### src/rtl/mdu_sequencer.sv
// rtl/mdu_sequencer.sv - iterative RV32M multiply/divide unit with its own sequencing FSM
// Shared shift-add multiplier / restoring divider, fixed XLEN+2 cycle latency for every op.
module mdu_sequencer #(
  parameter int XLEN = 32
) (
  input  logic            clk,
  input  logic            rst_n,
  input  logic            start_i,
  input  logic            flush_i,
  input  logic [2:0]      func3_i,
  input  logic [XLEN-1:0] rs1_i,
  input  logic [XLEN-1:0] rs2_i,
  output logic            busy_o,
  output logic            exdone_o,
  output logic [XLEN-1:0] result_o
);

  localparam int CW = $clog2(XLEN);

  typedef enum logic [1:0] {S_IDLE, S_CALC, S_FIX, S_DONE} state_e;

  state_e            state_q, state_d;
  logic [CW-1:0]     cnt_q, cnt_d;
  logic [2:0]        func3_q, func3_d;
  logic              neg_q, neg_d;
  logic              sa_q, sa_d;
  logic              div0_q, div0_d;
  logic [XLEN-1:0]   hi_q, hi_d;
  logic [XLEN-1:0]   lo_q, lo_d;
  logic [XLEN-1:0]   opb_q, opb_d;
  logic [XLEN-1:0]   result_q, result_d;

  logic              is_div, a_signed, b_signed, a_neg, b_neg;
  logic [XLEN-1:0]   a_mag, b_mag;
  logic [XLEN:0]     mul_sum, div_shift, div_diff;
  logic [2*XLEN-1:0] prod, prod_s;
  logic [XLEN-1:0]   fix_val;

  // Operand signedness: MULH both, MULHSU rs1 only, DIV/REM both, all others unsigned.
  always_comb begin
    is_div   = func3_i[2];
    a_signed = is_div ? ~func3_i[0] : (func3_i[1:0] == 2'b01 || func3_i[1:0] == 2'b10);
    b_signed = is_div ? ~func3_i[0] : (func3_i[1:0] == 2'b01);
    a_neg    = a_signed & rs1_i[XLEN-1];
    b_neg    = b_signed & rs2_i[XLEN-1];
    a_mag    = a_neg ? -rs1_i : rs1_i;
    b_mag    = b_neg ? -rs2_i : rs2_i;
  end

  // hi/lo hold the product accumulator for multiply and {remainder, quotient} for divide.
  always_comb begin
    mul_sum   = {1'b0, hi_q} + (lo_q[0] ? {1'b0, opb_q} : '0);
    div_shift = {hi_q, lo_q[XLEN-1]};
    div_diff  = div_shift - {1'b0, opb_q};
    prod      = {hi_q, lo_q};
    prod_s    = neg_q ? -prod : prod;
  end

  // A zero divisor leaves quotient all ones and remainder |rs1|, so only the quotient needs forcing.
  always_comb begin
    fix_val = '0;
    if (!func3_q[2]) begin
      fix_val = (func3_q[1:0] == 2'b00) ? prod_s[XLEN-1:0] : prod_s[2*XLEN-1:XLEN];
    end else if (!func3_q[1]) begin
      fix_val = div0_q ? '1 : (neg_q ? -lo_q : lo_q);
    end else begin
      fix_val = sa_q ? -hi_q : hi_q;
    end
  end

  always_comb begin
    state_d  = state_q;
    cnt_d    = cnt_q;
    func3_d  = func3_q;
    neg_d    = neg_q;
    sa_d     = sa_q;
    div0_d   = div0_q;
    hi_d     = hi_q;
    lo_d     = lo_q;
    opb_d    = opb_q;
    result_d = result_q;
    unique case (state_q)
      S_IDLE: begin
        if (start_i && !flush_i) begin
          state_d = S_CALC;
          cnt_d   = CW'(XLEN - 1);
          func3_d = func3_i;
          neg_d   = a_neg ^ b_neg;
          sa_d    = a_neg;
          div0_d  = (rs2_i == '0);
          hi_d    = '0;
          lo_d    = is_div ? a_mag : b_mag;
          opb_d   = is_div ? b_mag : a_mag;
        end
      end
      S_CALC: begin
        if (func3_q[2]) begin
          if (!div_diff[XLEN]) begin
            hi_d = div_diff[XLEN-1:0];
            lo_d = {lo_q[XLEN-2:0], 1'b1};
          end else begin
            hi_d = div_shift[XLEN-1:0];
            lo_d = {lo_q[XLEN-2:0], 1'b0};
          end
        end else begin
          hi_d = mul_sum[XLEN:1];
          lo_d = {mul_sum[0], lo_q[XLEN-1:1]};
        end
        cnt_d = cnt_q - 1'b1;
        if (flush_i) begin
          state_d = S_IDLE;
        end else if (cnt_q == '0) begin
          state_d = S_FIX;
        end
      end
      S_FIX: begin
        if (flush_i) begin
          state_d = S_IDLE;
        end else begin
          result_d = fix_val;
          state_d  = S_DONE;
        end
      end
      S_DONE: begin
        state_d = S_IDLE;
      end
      default: state_d = S_IDLE;
    endcase
  end

  always_ff @(posedge clk or negedge rst_n) begin
    if (!rst_n) begin
      state_q  <= S_IDLE;
      cnt_q    <= '0;
      func3_q  <= '0;
      neg_q    <= 1'b0;
      sa_q     <= 1'b0;
      div0_q   <= 1'b0;
      hi_q     <= '0;
      lo_q     <= '0;
      opb_q    <= '0;
      result_q <= '0;
    end else begin
      state_q  <= state_d;
      cnt_q    <= cnt_d;
      func3_q  <= func3_d;
      neg_q    <= neg_d;
      sa_q     <= sa_d;
      div0_q   <= div0_d;
      hi_q     <= hi_d;
      lo_q     <= lo_d;
      opb_q    <= opb_d;
      result_q <= result_d;
    end
  end

  assign busy_o   = (state_q != S_IDLE);
  assign exdone_o = (state_q == S_DONE);
  assign result_o = result_q;

endmodule

### config.mk
export PLATFORM = sky130hd
export DESIGN_NAME = mdu_sequencer
export DESIGN_NICKNAME = d
export VERILOG_FILES = /design/src/rtl/mdu_sequencer.sv
export SDC_FILE = /design/constraint.sdc
export NUM_CORES = 1
export LEC_CHECK = 0
export CELL_PAD_IN_SITES_DETAIL_PLACEMENT = 1
export CELL_PAD_IN_SITES_GLOBAL_PLACEMENT = 2
export CORE_ASPECT_RATIO = 1.75
export CORE_MARGIN = 2
export CORE_UTILIZATION = 36
export DETAILED_ROUTE_END_ITERATION = 10
export GPL_ROUTABILITY_DRIVEN = 0
export MAX_ROUTING_LAYER = met4
export PLACE_DENSITY_LB_ADDON = 0.08
export SLEW_MARGIN = 25
export SYNTH_ARGS = -nofsm -noshare
export SYNTH_HDL_FRONTEND = slang
export SYNTH_SLANG_ARGS = --single-unit
### constraint.sdc
create_clock -name clk -period 4.48 [get_ports clk]
set_clock_uncertainty 0.15 [all_clocks]
set_input_delay 0.896 -clock clk [delete_from_list [all_inputs] [get_ports clk]]
set_output_delay 0.896 -clock clk [all_outputs]
set_load 0.03 [all_outputs]
==> impl_metrics.ini, run 1 <==
[logic_synthesis]
syn_area_per_cell_sq_um = 7.55
synth-edff-count = 0
ys_ff_latch = 141
ys_seq_area_frac = 0.250
synth_nets = 2018
ys.flop_type = dfrtp_1
yosysUniqueCellTypes = 79
async_reset_ff_frac = 1.00
yosys_warnings = 0
syn-cell-area_sq_um = 14100
syn_inst = 1874

[clocking]
cts-root-buf = clkbuf_16
cts_max_path_buffers = 2
htreeDepth = 4
cts.clk_slew.worst_paths_ps = 70
insertion_delay_ps = 460
cts-buffers-inserted = 17
clock-sinks = 141
cts_tree = done

[run_status]
run_status = finished clean

[power]
p_int_uw = 5010
p_sw_uw = 5210
irDropWorstVdd_mv = 0.357
seqPwrFrac = 0.222
p_sw_frac = 0.510
p_leak_uw = 0.00693
p_clk_frac = 0.144
p_per_area_nw_per_um2 = 619
p_comb_frac = 0.633

[floorplan]
top_level_ports = 105
dieArea_sq_um = 40900
core_area_sq_um = 39000
die_w_um = 154
initial_utilization = 0.362
core.rowCount = 96
fp.dieH_um = 266

[timing]
maxSlewHeadroom = 0.347
fin_tns_setup_ps = 0
fmax_mhz = 237
worst_pin_slew_ps = 977
min_period_ps = 4220
grt_setup_unrepaired = no
hold_viol = 0
slew_viol_final = 0
period_share = 0.941
finalSetupViolations = 0

[critical_path]
crit_chain = inv_1 > ha_1 > fa_1 > nand2b_1 > a21oi_2 > o211ai_1 > a21oi_1 > buf_4 > o31ai_1 > o41a_2 > xnor2_2 > buf_12 > mux2i_1 > o22ai_1 > a31o_2
critPathKind = reg2reg
cp_num_buf_inv = 3
start_kind = register
crit_family = compound AO/OA/AOI/OAI gates
cp.required_ps = 4680
path_max_fanout = 17
worstPathArrival_ps = 4410
crit_path_end_kind = register
critical_path.max_stage_delay_ps = 580
cpMaxStageDelayCell = o41a_2

[finish]
fin_nets = 2085
layout.cells.non_filler = 2444
drive_gt1_frac = 0.0722
final_cell_mix = nand2_1 (207), o21ai_0 (192), a21oi_1 (170)
final_common_cell = nand2_1
n_fill_cell = 4740
diodes = 0
post-route-util = 0.423
syn2layout_area_growth_pct = 16.7

[route]
detail-route-antenna-nets = 0
dr.pass1.iters = 5
viasPerCell = 5.82
routedWlPerCell_um = 22.3
wl_mm = 54.4
drtIter0Drc = 556
num_vias = 14200
drc_errors = 0

[placed_design]
hpwl_mm = 43.7
io_buffers = 104
dp.cells = 2412

[global_routing]
grt_start_max_net_pins = 120
grt_usage = 0.275
grt_pass1_wl_mm = 84.7
overflow = 0
antenna_found_initial = 0
grt_pass1_vias = 14800

[worst_hold_path]
holdCritPathClass = in2async

[job]
maxCapViolCount = 0
==> cells in the mapped netlist (all sizes together) (23+ instances only) <==
cell type / number / area (sq um)
inv: 61 / 229
xor2: 83 / 727
nand2b: 23 / 144
mux2i: 44 / 440
xnor2: 115 / 1010
o31ai: 32 / 240
nor3: 30 / 161
a22oi: 24 / 180
nand2: 208 / 783
o221ai: 34 / 298
o21ai: 201 / 1010
clkbuf: 111 / 417
dfrtp: 141 / 3530
a21o: 24 / 180
a21oi: 171 / 856
ha: 71 / 888
nor2: 157 / 589
nand3: 53 / 265
==> power groups by stage <==
stage	Clock (uW)	Combinational [uW]	Sequential, uW
after floorplan	0	4550	1960
after global placement	0	6310	2280
after detailed placement	0	6400	2300
after CTS	1510	6450	2270
after global routing	1560	7140	2340
final	1470	6470	2270
==> repair_timing <==
action                                  CTS  global route
hold buffers                              0             0
gates resized for setup                   0             3
buffers inserted                          0             0
endpoints found under the hold margin     0             0
endpoints found under the setup margin    0            11
==> cells by family after synthesis <==
| kind of cell | after synthesis | share of synthesized area |
|---|---|---|
| mux | 46 | 0.0327 |
| flops | 141 | 0.250 |
| xor+xnor | 198 | 0.123 |
| buf+inv | 190 | 0.0517 |
| compound gates | 627 | 0.278 |
| simple gates | 599 | 0.199 |
| fa+ha+maj | 73 | 0.0657 |
==> per-layer routing <==
layer | track usage | part of all wire | vias up
li1 | - | - | 6897
met1 | 0.300 | 0.40 | 6980
met2 | 0.508 | 0.53 | 254
met3 | 0.0239 | 0.024 | 95
met4 | 0.117 | 0.044 | 0
met5 | - | 0 | -
==> sequential cells by signal, summed over array words and instances (netlist names) <==
signal,cells
div0_q,1
result_o,32
state_q,2
neg_q,1
cnt_q,5
lo_q,32
hi_q,32
func3_q,3
opb_q,32
sa_q,1
==> worst register-to-register path, stage by stage (launching register included) <==
cell	delay, ps
dfrtp_2	470
inv_1	190
ha_1	280
fa_1	380
nand2b_1	210
a21oi_2	230
o211ai_1	140
a21oi_1	150
buf_4	160
o31ai_1	120
o41a_2	580
xnor2_2	210
buf_12	210
mux2i_1	220
o22ai_1	120
a31o_2	280
==> through the flow <==
stage	area, sq um	setup WS, ps	power (uW)	hold slack (ps)
floorplan	14100	718	6520	300
global placement	15900	110	8600	308
detailed placement	15900	63.2	8690	314
CTS	16500	45.8	10200	316
global route	16500	0.988	11000	337
finish	16500	263	10200	271
==> area by class of cell <==
class,count,area [sq um],share of cell area
Inverter,62,233,0.0141
Sequential cell,141,3530,0.214
Clock buffer,18,429,0.0260
Multi-Input combinational cell,1543,9920,0.601
Clock inverter,14,148,0.00894
Tap cell,490,613,0.0371
Timing Repair Buffer,176,1630,0.0986
==> worst paths after layout <==
| kind | cells past startpoint | slack (ps) | endpoint | startpoint |
|---|---|---|---|---|
| hold / removal | 1 | 270 | opb_q[4] | rst_n |
| min in group clk | 2 | 330 | result_o[26] | result_o[26] |
| hold reg to reg | 2 | 330 | result_o[26] | result_o[26] |
| setup reg to reg | 15 | 260 | hi_q[28] | lo_q[31] |
| max in group asynchronous | 2 | 2930 | hi_q[26] | rst_n |
| setup / recovery | 15 | 260 | hi_q[28] | lo_q[31] |
(Power assumes the default switching activity.)
==> run 2, diff against run 1 <==
- SLEW_MARGIN: 25 -> 0
==> results of run 2 <==
Same layout as run 1: the final DEF is identical, and so are final timing and power.
